===== src/rtl/wb_bus_arbiter_pkg.sv =====
// Shared definitions for the Wishbone bus arbiter: FSM encoding, bus widths
// and the index-width helper used by the arbiter and its round-robin picker.
package wb_bus_arbiter_pkg;

  typedef enum logic [1:0] {
    S_CPU   = 2'd0,
    S_DRAIN = 2'd1,
    S_DMA   = 2'd2,
    S_REL   = 2'd3
  } arb_state_t;

  localparam int ADR_W = 16;
  localparam int DAT_W = 16;
  localparam int SEL_W = 2;

  // A single DMA master still needs a 1-bit index.
  function automatic int idx_w(input int n);
    return (n > 1) ? $clog2(n) : 1;
  endfunction

endpackage


===== src/rtl/wb_rr_pick.sv =====
// Combinational round-robin picker: first set request bit scanning upward
// from rr, wrapping modulo NDMA.
module wb_rr_pick
  import wb_bus_arbiter_pkg::*;
#(
  parameter int NDMA = 2,
  localparam int IDX_W = idx_w(NDMA)
) (
  input  logic [NDMA-1:0]  req,
  input  logic [IDX_W-1:0] rr,
  output logic [IDX_W-1:0] k,
  output logic             vld
);

  // Scan offsets from farthest to nearest so the nearest hit is written last.
  always_comb begin
    k   = '0;
    vld = 1'b0;
    for (int i = NDMA - 1; i >= 0; i--) begin
      if (req[(int'(rr) + i) % NDMA]) begin
        k   = IDX_W'((int'(rr) + i) % NDMA);
        vld = 1'b1;
      end
    end
  end

endmodule


===== src/rtl/wb_bus_arbiter.sv =====
// Wishbone bus arbiter between the 1801VM1 CPU and NDMA DMA masters, with
// CPU dwell guarantee, drain handshake, round-robin DMA selection and watchdog.
module wb_bus_arbiter
  import wb_bus_arbiter_pkg::*;
#(
  parameter int NDMA    = 2,
  parameter int MIN_CPU = 4,
  parameter int TMO_CYC = 255
) (
  input  logic                  clk_p,
  input  logic                  dclo,
  input  logic                  cpu_cyc_i,
  input  logic                  cpu_stb_i,
  input  logic                  cpu_we_i,
  input  logic [SEL_W-1:0]      cpu_sel_i,
  input  logic [ADR_W-1:0]      cpu_adr_i,
  input  logic [DAT_W-1:0]      cpu_dat_i,
  output logic                  cpu_gnt_o,
  output logic                  cpu_ack_o,
  input  logic [NDMA-1:0]       dma_req_i,
  output logic [NDMA-1:0]       dma_gnt_o,
  input  logic [NDMA-1:0]       dma_cyc_i,
  input  logic [NDMA-1:0]       dma_stb_i,
  input  logic [NDMA-1:0]       dma_we_i,
  input  logic [SEL_W*NDMA-1:0] dma_sel_i,
  input  logic [ADR_W*NDMA-1:0] dma_adr_i,
  input  logic [DAT_W*NDMA-1:0] dma_dat_i,
  output logic [NDMA-1:0]       dma_ack_o,
  output logic                  bus_cyc_o,
  output logic                  bus_stb_o,
  output logic                  bus_we_o,
  output logic [SEL_W-1:0]      bus_sel_o,
  output logic [ADR_W-1:0]      bus_adr_o,
  output logic [DAT_W-1:0]      bus_dat_o,
  input  logic                  bus_ack_i,
  output logic                  tmo_o
);

  localparam int IDX_W = idx_w(NDMA);
  localparam int DW_W  = (MIN_CPU > 0) ? $clog2(MIN_CPU + 1) : 1;
  localparam int WD_W  = (TMO_CYC > 1) ? $clog2(TMO_CYC + 1) : 1;

  arb_state_t       state_q, state_d;
  logic [IDX_W-1:0] k_q, k_d;
  logic [IDX_W-1:0] rr_q, rr_d;
  logic [DW_W-1:0]  dwell_q, dwell_d;
  logic [WD_W-1:0]  wdog_q, wdog_d;
  logic             tmo_q, tmo_d;
  logic [IDX_W-1:0] pick_k;
  logic             pick_vld;
  logic [IDX_W-1:0] rr_inc;

  wb_rr_pick #(.NDMA(NDMA)) u_pick (
    .req (dma_req_i),
    .rr  (rr_q),
    .k   (pick_k),
    .vld (pick_vld)
  );

  assign rr_inc = (k_q == IDX_W'(NDMA - 1)) ? '0 : k_q + IDX_W'(1);

  // ---- state register ----
  always_ff @(posedge clk_p or posedge dclo) begin
    if (dclo) begin
      state_q <= S_CPU;
      k_q     <= '0;
      rr_q    <= '0;
      dwell_q <= '0;
      wdog_q  <= '0;
      tmo_q   <= 1'b0;
    end else begin
      state_q <= state_d;
      k_q     <= k_d;
      rr_q    <= rr_d;
      dwell_q <= dwell_d;
      wdog_q  <= wdog_d;
      tmo_q   <= tmo_d;
    end
  end

  // ---- next-state logic ----
  always_comb begin
    state_d = state_q;
    k_d     = k_q;
    rr_d    = rr_q;
    dwell_d = dwell_q;
    wdog_d  = wdog_q;
    tmo_d   = 1'b0;
    case (state_q)
      S_CPU: begin
        if (dwell_q < DW_W'(MIN_CPU)) dwell_d = dwell_q + DW_W'(1);
        if (dwell_q >= DW_W'(MIN_CPU) && |dma_req_i) state_d = S_DRAIN;
      end
      S_DRAIN: begin
        // Grant is already low here, so a low cyc means the CPU is truly idle.
        if (!cpu_cyc_i) begin
          if (pick_vld) begin
            state_d = S_DMA;
            k_d     = pick_k;
            wdog_d  = '0;
          end else begin
            state_d = S_CPU;
            dwell_d = '0;
          end
        end
      end
      S_DMA: begin
        if (!dma_req_i[k_q] && !dma_cyc_i[k_q]) begin
          state_d = S_REL;
          rr_d    = rr_inc;
        end else if (bus_ack_i) begin
          wdog_d = '0;
        end else if (bus_stb_o) begin
          if (wdog_q == WD_W'(TMO_CYC - 1)) begin
            state_d = S_REL;
            rr_d    = rr_inc;
            tmo_d   = 1'b1;
            wdog_d  = '0;
          end else begin
            wdog_d = wdog_q + WD_W'(1);
          end
        end
      end
      S_REL: begin
        state_d = S_CPU;
        dwell_d = '0;
      end
      default: state_d = S_CPU;
    endcase
  end

  // ---- grants, bus mux and ack routing ----
  always_comb begin
    cpu_gnt_o = (state_q == S_CPU);
    cpu_ack_o = 1'b0;
    dma_gnt_o = '0;
    dma_ack_o = '0;
    bus_cyc_o = 1'b0;
    bus_stb_o = 1'b0;
    bus_we_o  = 1'b0;
    bus_sel_o = '0;
    bus_adr_o = '0;
    bus_dat_o = '0;
    case (state_q)
      S_CPU, S_DRAIN: begin
        bus_cyc_o = cpu_cyc_i;
        bus_stb_o = cpu_stb_i;
        bus_we_o  = cpu_we_i;
        bus_sel_o = cpu_sel_i;
        bus_adr_o = cpu_adr_i;
        bus_dat_o = cpu_dat_i;
        cpu_ack_o = bus_ack_i;
      end
      S_DMA: begin
        dma_gnt_o[k_q] = 1'b1;
        dma_ack_o[k_q] = bus_ack_i;
        bus_cyc_o      = dma_cyc_i[k_q];
        bus_stb_o      = dma_stb_i[k_q];
        bus_we_o       = dma_we_i[k_q];
        bus_sel_o      = dma_sel_i[int'(k_q)*SEL_W +: SEL_W];
        bus_adr_o      = dma_adr_i[int'(k_q)*ADR_W +: ADR_W];
        bus_dat_o      = dma_dat_i[int'(k_q)*DAT_W +: DAT_W];
      end
      default: ;
    endcase
  end

  assign tmo_o = tmo_q;

endmodule


===== config.mk =====
export PLATFORM = sky130hd
export DESIGN_NAME = wb_bus_arbiter
export DESIGN_NICKNAME = d
export VERILOG_FILES = /design/src/rtl/wb_bus_arbiter_pkg.sv /design/src/rtl/wb_rr_pick.sv /design/src/rtl/wb_bus_arbiter.sv
export SDC_FILE = /design/constraint.sdc
export NUM_CORES = 1
export LEC_CHECK = 0
export CAP_MARGIN = 20
export CORE_UTILIZATION = 32
export DETAILED_ROUTE_END_ITERATION = 12
export HOLD_SLACK_MARGIN = 0.02
export PLACE_DENSITY_LB_ADDON = 0.08
export RECOVER_POWER = 50
export SLEW_MARGIN = 15
export SYNTH_ARGS = -nofsm -noshare
export SYNTH_HDL_FRONTEND = slang
export SYNTH_SLANG_ARGS = --single-unit
export TNS_END_PERCENT = 50

===== constraint.sdc =====
create_clock -name clk_p -period 2.2 [get_ports clk_p]
set_input_delay 0.22 -clock clk_p [delete_from_list [all_inputs] [get_ports clk_p]]
set_output_delay 0.22 -clock clk_p [all_outputs]
set_load 0.05 [all_outputs]

* Word-level counts from Yosys, hierarchy flattened
Index checks and enable logic that the tools add are counted.
W data, S select, Z words.
** Operators by class
- $add $sub $neg :: 4
- Magnitude comparators :: 6
- Equality and inequality tests :: 15
- Shifts and indexed selects :: 3
- Mux-type cells :: 57
- Bitwise operators :: 3
- Reduce and logical (&&, ||, !) cells :: 17
** Operators with widths (number)
- $pmux W16 S2 :: 2
- $shiftx A32 B6 Y16 :: 2
- $mux W8 :: 6
- $mux W1 :: 29
- $mux W2 :: 9
- $pmux W8 S2 :: 1
- $ne A3 B3 Y1 const B :: 4
- $reduce_and A5 Y1 :: 2
- $mux W3 :: 3
- $pmux W3 S3 :: 1
- $add A8 B1 Y8 const B :: 1
- $eq A8 B8 Y1 const B :: 1
- $ne A2 B2 Y1 const B :: 4
- $pmux W2 S4 :: 1
- $reduce_and A4 Y1 :: 2
- $ne A2 B1 Y1 const B :: 3
- $pmux W1 S2 :: 3
- $reduce_bool A2 Y1 :: 3
- $eq A2 B2 Y1 const B :: 2
- $lt A1 B2 Y1 const B :: 2
- $pmux W2 S2 :: 1
- $reduce_or A2 Y1 :: 2
- $shiftx A4 B3 Y2 :: 1
- $add A3 B1 Y3 const B :: 1
- other kinds (15) :: 19
** Storage, ports and cells
- Register bits :: 16
- Input port bits :: 116
- Output and inout bits :: 44
- Logic and storage cells :: 111

* Depth between registers and ports, before layout
Gate-level depths: netlist of the first run.
- Depth after elaboration :: 10
- Gate-level depth with buffers :: 6
- Gate-level depth less buffers :: 6

* Hierarchy
From an unflattened synthesis of the first run, not the netlist that was laid out.
** Second synthesis, totals
- Cell total of the unflattened synthesis :: 206
- Area total of the unflattened synthesis :: 1834.3 um^2
** Modules (own cells, without submodules)
- wb_bus_arbiter :: times used 1, cells an instance 203, area each 1816.7 um^2, seq. area each 400.4 um^2
- wb_rr_pick :: times used 1, cells an instance 3, area each 17.5 um^2, seq. area each 0.0 um^2

* Worst setup path before layout of the first run
No wires, ideal clock.
- Path type :: register -> output
- Start :: register k_q
- End :: output dma_ack_o[1]
- Data arrival time :: 2.158 ns
- Required time :: 1.980 ns
- Slack :: -0.178 ns
- Cell stages (with the launch flop) :: 6
- Buffers on the path :: 2
- Cells stage by stage :: dfrtp_1 buf_2 buf_1 inv_1 nor2_1 and2_1
** Between the ends
- Word-level cells in the longest chain between the ends :: 6
- Elaborated cells between the ends (all ways) :: 7
- Classes of those cells :: 2 x order compare; 3 x mux; 1 x bitwise; 1 x reduce/logical
** Ends and longest elaborated chain
- start, declared :: RTL line wb_bus_arbiter.sv:44 : logic [IDX_W-1:0] k_q, k_d;
- start signal, assigned :: RTL line wb_bus_arbiter.sv:73 : k_q <= k_d;
- $lt A1 B2 Y1 (implied by the code) / $ge A1 B1 Y1 (equally long branches) :: RTL line wb_bus_arbiter.sv:156 : dma_ack_o[k_q] = bus_ack_i;
- $logic_and A1 B1 Y1 (implied by the code) :: RTL line wb_bus_arbiter.sv:156
- $mux W1 (implied by the code) :: RTL line wb_bus_arbiter.sv:156
- $demux W1 S1 * :: RTL line wb_bus_arbiter.sv:156
- $and A2 B2 Y2 (no line) *
- $mux W2 * :: RTL line wb_bus_arbiter.sv:144 : case (state_q)
- end, declared :: RTL line wb_bus_arbiter.sv:28 : output logic [NDMA-1:0] dma_ack_o,
Every way passes the cells marked *; elsewhere a longest branch is shown, timed or not.

==> impl_metrics.py, run 1 <==
metrics = {
    "outcome": {
        "outcome": "finished, final reports clean",
    },
    "yosys": {
        "ys_top_cells_by_area": "dfrtp_1, mux2i_1, o2bb2ai_1, ha_1, nor2_1",
        "yosys.area.top_type": "dfrtp_1",
        "netlist_area_sq_um": 1790,
        "ys.flop_type": "dfrtp_1",
        "synth_common_cells": "mux2i_1, o2bb2ai_1, dfrtp_1",
        "avgSynthCellArea_sq_um": 8.71,
        "synthesis.nets": 325,
        "yosysUniqueCellTypes": 49,
        "yosysTopAreaCellShare_pct": 22.4,
        "postSynthRegisterBits": 16,
        "ys_warn_count": 0,
        "postSynthCellCount": 205,
        "synthArstFlopShare_pct": 100,
        "yosysMostFrequentCell": "mux2i_1",
        "synth_edf_count": 0,
        "seq_area_frac_synth_pct": 22.4,
    },
    "place": {
        "place_hpwl_mm": 6.29,
        "gp_congestion": 0.870,
        "numPortBuffers": 159,
        "postPlaceCellArea_sq_um": 3830,
        "place_ws_ns": 0.133,
    },
    "sta": {
        "finalMaxSlewViolations": 0,
        "clock.fmax_mhz": 485,
        "fin_crit_ns": 2.06,
        "setup_viol": 0,
        "skew_ns": 0.00936,
        "worst_slack_ns": 0.137,
        "slew_headroom_pct": 59.6,
        "rsz0062_at_grt": "false",
        "hold_viol": 0,
        "whs_ns": 0.473,
        "tightest_slew_ns": 0.606,
        "fin_crit_sh_pct": 93.8,
    },
    "critical_path": {
        "cp_data_required_time_ns": 2.31,
        "worstSetupPathType": "reg2reg",
        "cp-start-kind": "flip-flop",
        "critPathCapture": "wdog_q[4]",
        "r2r_slack_ns": 0.14,
        "r2r_cells": 5,
        "r2r-end": "wdog_q[4]",
        "worst_setup_path_end_kind": "flip-flop",
        "cp_max_fo": 9,
        "cp.arrival_ns": 2.17,
    },
    "finish": {
        "area_growth_pct": 117,
        "finalNetCount": 478,
        "final_cell_area_sq_um": 3870,
        "diodes": 0,
        "fillers": 427,
        "drive_gt1_share_pct": 15.4,
    },
    "power_and_ir_drop": {
        "powerDensity_nw_per_um2": 1260,
        "peakVddDrop_v": 0.000737,
        "leakage_nw": 1.63,
    },
    "floorplanning": {
        "die-width_microns": 76.7,
        "io_pins": 160,
        "die-area_sq_um": 5880,
        "chipHeight_microns": 76.7,
        "core_area_sq_um": 5240,
        "start_util_pct": 34.1,
        "rows": 26,
    },
    "routing": {
        "drc": 0,
        "dr_total_vias": 2247,
        "first_pass_iters": 4,
        "wl_met1_mm": 2.81,
        "wl_per_cell_microns": 18.0,
        "dr_wl_met2_mm": 4.23,
        "drt_iter0_markers": 97,
        "routed_wl_mm": 7.70,
        "via_per_inst": 5.26,
        "wl_met3_microns": 514,
        "top_layer": "met4",
        "drtAntennaViolNets": 0,
    },
    "clock_network": {
        "numCtsBuffers": 3,
        "clockRootBuffer": "clkbuf_8",
        "cts_tree": "built",
        "path_clk_slew_ns": 0.07,
        "postCtsSetupBuffers": 0,
        "clk_latency_ns": 0.26,
        "numClockSinks": 16,
        "htreeDepth": 1,
        "ctsLongestPathBuffers": 2,
    },
    "job": {
        "drv_cap": 0,
    },
    "global_route": {
        "antenna_found_initial": 0,
        "grt_pass1_wl_mm": 12.0,
        "first_global_vias": 2306,
        "grt_max_degree": 44,
        "grt.total_usage_pct": 26.1,
        "grt-ovfl-total": 0,
    },
    "min_path": {
        "hold_class": "in2async",
    },
}
==> worst min path at each step <==
stage                     depth (start not counted)    endpoint       from  slack, ns
final                                             2   async pin       dclo       0.47
after global routing                              1   wdog_q[7]  wdog_q[7]       0.51
after CTS                                         2  dwell_q[0]       dclo       0.37
after detailed placement                          1   wdog_q[7]  wdog_q[7]       0.48
after global placement                            1   wdog_q[7]  wdog_q[7]       0.50
after floorplan                                   1   async pin       dclo       0.13
==> sequential cells by signal, summed over array words and instances, names as in the netlist, named ones only <==
register / cells
k_q: 1
tmo_o: 1
state_q: 1
wdog_q: 8
dwell_q: 3
rr_q: 1
==> power by group <==
group,switching (mW),internal (mW)
registers,0.115,0.362
logic,2.26,1.86
clock network,0.108,0.159
==> routing by layer <==
metal / up-vias / global-route usage (%)
met4: 0 / 5.38
met1: 1022 / 27.9
met2: 111 / 50.7
met3: 10 / 6.43
li1: 1104 / -
met5: - / 0
==> worst max-delay path, stage by stage, from the launching register on <==
cell	delay (ns)
dfrtp_1	0.48
clkbuf_1	0.22
nor3b_1	0.38
and2_1	0.33
or2_0	0.34
o22ai_1	0.17
==> cells in the final DEF (no fill, tap or decap), drive strengths merged, types with 4 or more instances in the layout <==
cell	instances
mux2i	37
ha	4
dfrtp	16
o21ai	9
clkbuf	6
a21oi	4
nor2	11
inv	9
nand2	7
clkdlybuf4s50	114
nand3	5
and2	4
o2bb2ai	35
nor3	5
buf	45
o211ai	4
==> stage by stage <==
step                power [mW]  util, %  cells  TNS [ns]
floorplan                 2.77        -    205    -0.206
global placement          4.61     73.1    423         0
detailed placement        4.65     73.1    423         0
CTS                       4.91     74.2    427         0
global route              5.06     73.8    427         0
finish                    4.86     73.8    427         0
==> area by class of cell <==
cell class	instances	area, sq um	area share, %
multi-input combinational	164	1270	32.8
timing repair buffer	164	2020	52.2
sequential	16	403	10.4
tap	70	87.6	2.26
clock buffer	4	55.1	1.42
inverter	9	33.8	0.874
==> cells by family (layout without fill, tap and decap cells) <==
group                    count (synthesis)  count (layout)  share of synthesized area [%]
AO/OA/AOI/OAI                           71              71                           31.4
AND/OR/NAND/NOR                         51              51                           16.1
multiplexers                            38              38                           21.4
buffers and inverters                   25             177                           5.89
flip-flops                              16              16                           22.4
adder cells (fa/ha/maj)                  4               4                           2.80
==> what timing repair did <==
action	CTS	global route
resized for setup	0	2
endpoints found under the setup margin	0	2
hold buffers	0	0
(Power assumes the default switching activity.)
==> inputs of run 2 (changes only) <==
ABC_AREA = 1   (was not set)
==> impl_metrics.py, run 2 <==
metrics = {
    "global_route": {
        "grt-ovfl-total": 0,
        "antenna_found_initial": 0,
        "grt_max_degree": 38,
        "grt.total_usage_pct": 28.0,
        "grt_pass1_wl_mm": 13.0,
        "first_global_vias": 2459,
    },
    "clock_network": {
        "cts_tree": "built",
        "clk_latency_ns": 0.26,
        "numCtsBuffers": 3,
        "clockRootBuffer": "clkbuf_8",
        "ctsLongestPathBuffers": 2,
        "path_clk_slew_ns": 0.07,
        "htreeDepth": 1,
        "numClockSinks": 16,
    },
    "sta": {
        "worst_slack_ns": 0.176,
        "rsz0062_at_grt": "false",
        "whs_ns": 0.458,
        "clock.fmax_mhz": 494,
        "finalSetupTns_ns": 0,
        "slew_headroom_pct": 60.2,
        "skew_ns": 0.00412,
        "finalMaxSlewViolations": 0,
        "setup_viol": 0,
        "hold_viol": 0,
        "tightest_slew_ns": 0.596,
        "fin_crit_sh_pct": 92.0,
        "fin_crit_ns": 2.02,
    },
    "finish": {
        "fillers": 400,
        "diodes": 0,
        "final_cell_mix": "nand2_1, clkdlybuf4s50_1, nand3_1, buf_12, inv_1",
        "regMostFlops": "wdog_q",
        "reg_top3": "wdog_q (8), dwell_q (3)",
        "area_growth_pct": 119,
        "final_common_cell": "nand2_1",
        "drive_gt1_share_pct": 12.9,
        "finalNetCount": 594,
        "largest_register_ffs": 8,
    },
    "floorplanning": {
        "chipHeight_microns": 76.7,
        "start_util_pct": 34.1,
        "rows": 26,
        "io_pins": 160,
        "die-width_microns": 76.7,
        "core_area_sq_um": 5240,
        "die-area_sq_um": 5890,
    },
    "routing": {
        "wl_per_cell_microns": 15.4,
        "drt_iter0_markers": 127,
        "via_per_inst": 4.88,
        "routed_wl_mm": 8.37,
        "drtAntennaViolNets": 0,
        "dr_total_vias": 2649,
        "drc": 0,
        "first_pass_iters": 4,
    },
    "critical_path": {
        "worst_setup_path_end_kind": "primary output",
        "cp.arrival_ns": 1.80,
        "cp_max_fo": 36,
        "cp-start-kind": "flip-flop",
        "cp_data_required_time_ns": 1.98,
        "worstSetupPathType": "reg2out",
    },
    "yosys": {
        "postSynthCellCount": 316,
        "synthesis.nets": 436,
        "yosys.area.top_type": "nand2_1",
        "seq_area_frac_synth_pct": 22.4,
        "yosysUniqueCellTypes": 27,
        "synth_common_cells": "nand2_1, nand3_1, inv_1",
        "avgSynthCellArea_sq_um": 5.65,
        "yosysMostFrequentCell": "nand2_1",
        "ys_warn_count": 0,
        "yosysTopAreaCellShare_pct": 32.4,
        "synthArstFlopShare_pct": 100,
        "postSynthRegisterBits": 16,
        "synth_edf_count": 0,
        "netlist_area_sq_um": 1790,
        "ys_top_cells_by_area": "nand2_1, dfrtp_1, nand3_1, inv_1, nor2_1",
        "ys.flop_type": "dfrtp_1",
    },
    "job": {
        "drv_cap": 0,
    },
    "outcome": {
        "outcome": "finished, final reports clean",
    },
    "power_and_ir_drop": {
        "finalPower_mw": 4.20,
        "powerDensity_nw_per_um2": 1070,
        "leakage_nw": 1.79,
        "peakVddDrop_v": 0.000861,
    },
    "min_path": {
        "hold_class": "in2async",
    },
    "place": {
        "gp_congestion": 0.912,
        "place_ws_ns": 0.408,
        "numPortBuffers": 159,
        "place_hpwl_mm": 6.80,
    },
}
-- run 2: repair_timing --
item	in CTS	in global routing
buffers inserted	0	2
resized for setup	0	0
endpoints found under the setup margin	0	21
hold buffers	0	0
-- run 2: per-layer routing --
| layer | wire, microns | GRT usage, % | share of wire, % |
|---|---|---|---|
| met5 | 0 | 0 | 0 |
| met4 | 199 | 8.46 | 2.4 |
| met3 | 564 | 4.88 | 6.7 |
| met2 | 4120 | 49.9 | 49 |
| met1 | 3490 | 33.9 | 42 |
-- run 2: final cells by class --
cell class | instances | area [sq um] | share of cell area, %
Clock buffer | 4 | 55.1 | 1.41
Inverter | 28 | 105 | 2.69
Multi-Input combinational cell | 260 | 1190 | 30.4
Sequential cell | 16 | 400 | 10.2
Tap cell | 70 | 87.6 | 2.24
Timing Repair Buffer | 165 | 2070 | 53.1
-- run 2: power by group --
part           internal [mW]  leakage, nW  switching, mW
combinational           1.51         1.54           2.00
sequential             0.357        0.215         0.0589
clock                  0.159       0.0288          0.115
-- run 2: path summary, 6_finish.rpt --
kind / depth (start not counted) / from / slack (ns) / end
max: 8 / flip-flop / 0.18 / bus_dat_o[13]
min: 2 / dclo / 0.46 / async pin
max reg2reg: 8 / flip-flop / 0.46 / wdog_q[6]
min reg2reg: 2 / rr_q / 0.49 / rr_q
max in group asynchronous: 2 / dclo / 1.35 / wdog_q[4]
min in group clk_p: 2 / rr_q / 0.49 / rr_q
-- run 2: cells by family after synthesis --
kind of cell	count (synthesis)	synth area share [%]
XOR/XNOR	3	1.47
flip-flops	16	22.4
adder cells (fa/ha/maj)	4	2.80
AO/OA/AOI/OAI	17	5.74
buffers and inverters	40	10.2
AND/OR/NAND/NOR	236	57.4
-- run 2: stage by stage --
| stage | cell area (sq um) | utilization (%) | std cells |
|---|---|---|---|
| detailed placement | 3860 | 73.8 | 537 |
| finish | 3910 | 74.7 | 543 |
| CTS | 3920 | 74.8 | 541 |
| floorplan | 1790 | - | 316 |
| global placement | 3860 | 73.8 | 537 |
| global route | 3910 | 74.7 | 543 |
-- run 2: worst max-delay path, cell delays in order (launching register included) --
cell and delay, ns:
dfrtp_1 0.43, inv_2 0.08, nor2_4 0.19, inv_2 0.14
nor2_4 0.13, buf_12 0.21, nand2_1 0.08, nand3_1 0.12
buf_12 0.15
==> inputs of run 3 (changes only) <==
PLACE_DENSITY = 0.92   (was not set)
PLACE_DENSITY_LB_ADDON = not set   (was 0.08)
==> impl_metrics.py, run 3 (synthesis results as in run 2) <==
metrics = {
    "critical_path": {
        "crit_path_max_incr_delay_ns": 0.43,
        "worst_setup_path_end_kind": "primary output",
        "slowest_stage": "dfrtp_1",
        "cp_max_fo": 28,
        "worstSetupPathType": "reg2out",
        "cp_data_required_time_ns": 1.98,
        "cp_cell_sequence": "inv_2 > nor2_4 > inv_2 > nor2_4 > buf_6 > nand2_1 > nand3_1 > buf_12",
        "cp-start-kind": "flip-flop",
        "cp.arrival_ns": 1.87,
    },
    "place": {
        "numPortBuffers": 159,
        "gp_congestion": 0.908,
        "place_hpwl_mm": 6.59,
    },
    "sta": {
        "hold_viol": 0,
        "rsz0062_at_grt": "false",
        "tightest_slew_ns": 0.610,
        "fin_crit_ns": 2.09,
        "whs_ns": 0.473,
        "setup_viol": 0,
        "slew_headroom_pct": 59.3,
        "fin_crit_sh_pct": 94.8,
        "finalMaxSlewViolations": 0,
        "clock.fmax_mhz": 479,
        "skew_ns": 0.00148,
        "finalSetupTns_ns": 0,
    },
    "finish": {
        "final_cell_mix": "nand2_1, clkdlybuf4s50_1, nand3_1, buf_12, inv_1",
        "final_common_cell": "nand2_1",
        "area_growth_pct": 117,
        "diodes": 0,
        "reg_top3": "wdog_q (8), dwell_q (3)",
        "finalNetCount": 595,
        "fillers": 362,
        "drive_gt1_share_pct": 12.9,
        "largest_register_ffs": 8,
        "regMostFlops": "wdog_q",
    },
    "outcome": {
        "outcome": "finished, final reports clean",
    },
    "floorplanning": {
        "die-width_microns": 76.7,
        "chipHeight_microns": 76.7,
        "start_util_pct": 34.1,
        "core_area_sq_um": 5240,
        "die-area_sq_um": 5890,
        "io_pins": 160,
        "rows": 26,
    },
    "clock_network": {
        "numCtsBuffers": 3,
        "cts_tree": "built",
        "clockRootBuffer": "clkbuf_8",
        "ctsLongestPathBuffers": 2,
        "cts_hold_buf": 0,
        "clk_latency_ns": 0.25,
        "numClockSinks": 16,
        "path_clk_slew_ns": 0.06,
        "htreeDepth": 1,
    },
    "power_and_ir_drop": {
        "powerDensity_nw_per_um2": 1070,
        "leakage_nw": 1.80,
        "finalPower_mw": 4.13,
        "peakVddDrop_v": 0.000781,
    },
    "global_route": {
        "grt-ovfl-total": 0,
        "antenna_found_initial": 0,
        "grt_pass1_wl_mm": 12.4,
        "first_global_vias": 2503,
        "grt_max_degree": 39,
        "grt.total_usage_pct": 26.2,
    },
    "routing": {
        "first_pass_iters": 6,
        "via_per_inst": 4.92,
        "wl_per_cell_microns": 15.0,
        "drt_iter0_markers": 122,
        "drtAntennaViolNets": 0,
        "drc": 0,
        "dr_total_vias": 2678,
        "routed_wl_mm": 8.17,
    },
    "job": {
        "drv_cap": 0,
    },
    "min_path": {
        "hold_class": "in2async",
    },
}
[run 3: timing repair]
action	CTS	global route
setup endpoints to repair	0	28
setup buffers	0	2
gates resized for setup	0	1
[run 3: metrics by stage]
stage          utilization, %  cells  area [sq um]  setup slack, ns
2_1_floorplan               -    316          1790            0.277
3_3_place_gp             73.7    538          3860            0.383
3_5_place_dp             73.7    538          3860            0.295
4_1_cts                  74.7    542          3920           0.0359
5_1_grt                  73.9    544          3870           0.0298
6_report                 73.9    544          3870            0.114
[run 3: critical path, delay by kind of cell (launching register included)]
family | cells | cell delay [ns]
buffers and inverters | 4 | 0.61
DFF | 1 | 0.43
and+or+nand+nor | 4 | 0.56
[run 3: metal layers]
metal  wire length (microns)  vias up  global-route usage, %  part of all wire [%]
met5                       0        -                      0                     0
met4                     188        0                   7.12                   2.3
met3                     710       19                   5.48                   8.7
met2                    4200      142                   49.6                    51
met1                    3080     1198                   29.1                    38
li1                        -     1319                      -                     -
[run 3: area by class of cell]
class / count / area [sq um] / share of cell area [%]
Timing Repair Buffer: 166 / 2030 / 52.5
Multi-Input combinational cell: 260 / 1190 / 30.8
Sequential cell: 16 / 400 / 10.3
Inverter: 28 / 105 / 2.71
Tap cell: 70 / 87.6 / 2.26
Clock buffer: 4 / 55.1 / 1.42
[run 3: final timing paths]
check | start | to | slack [ns] | cells past startpoint
max | flip-flop | bus_dat_o[13] | 0.11 | 8
min | dclo | dwell_q[0] | 0.47 | 2
max reg2reg | flip-flop | wdog_q[5] | 0.25 | 9
min reg2reg | rr_q | rr_q | 0.55 | 2
max in group asynchronous | dclo | wdog_q[3] | 1.33 | 2
min in group clk_p | rr_q | rr_q | 0.55 | 2
[run 3: power breakdown]
group	total, mW	switching (mW)	internal (mW)
registers	0.426	0.0682	0.357
logic	3.44	1.99	1.45
clock network	0.264	0.105	0.159
total	4.13	2.16	1.97
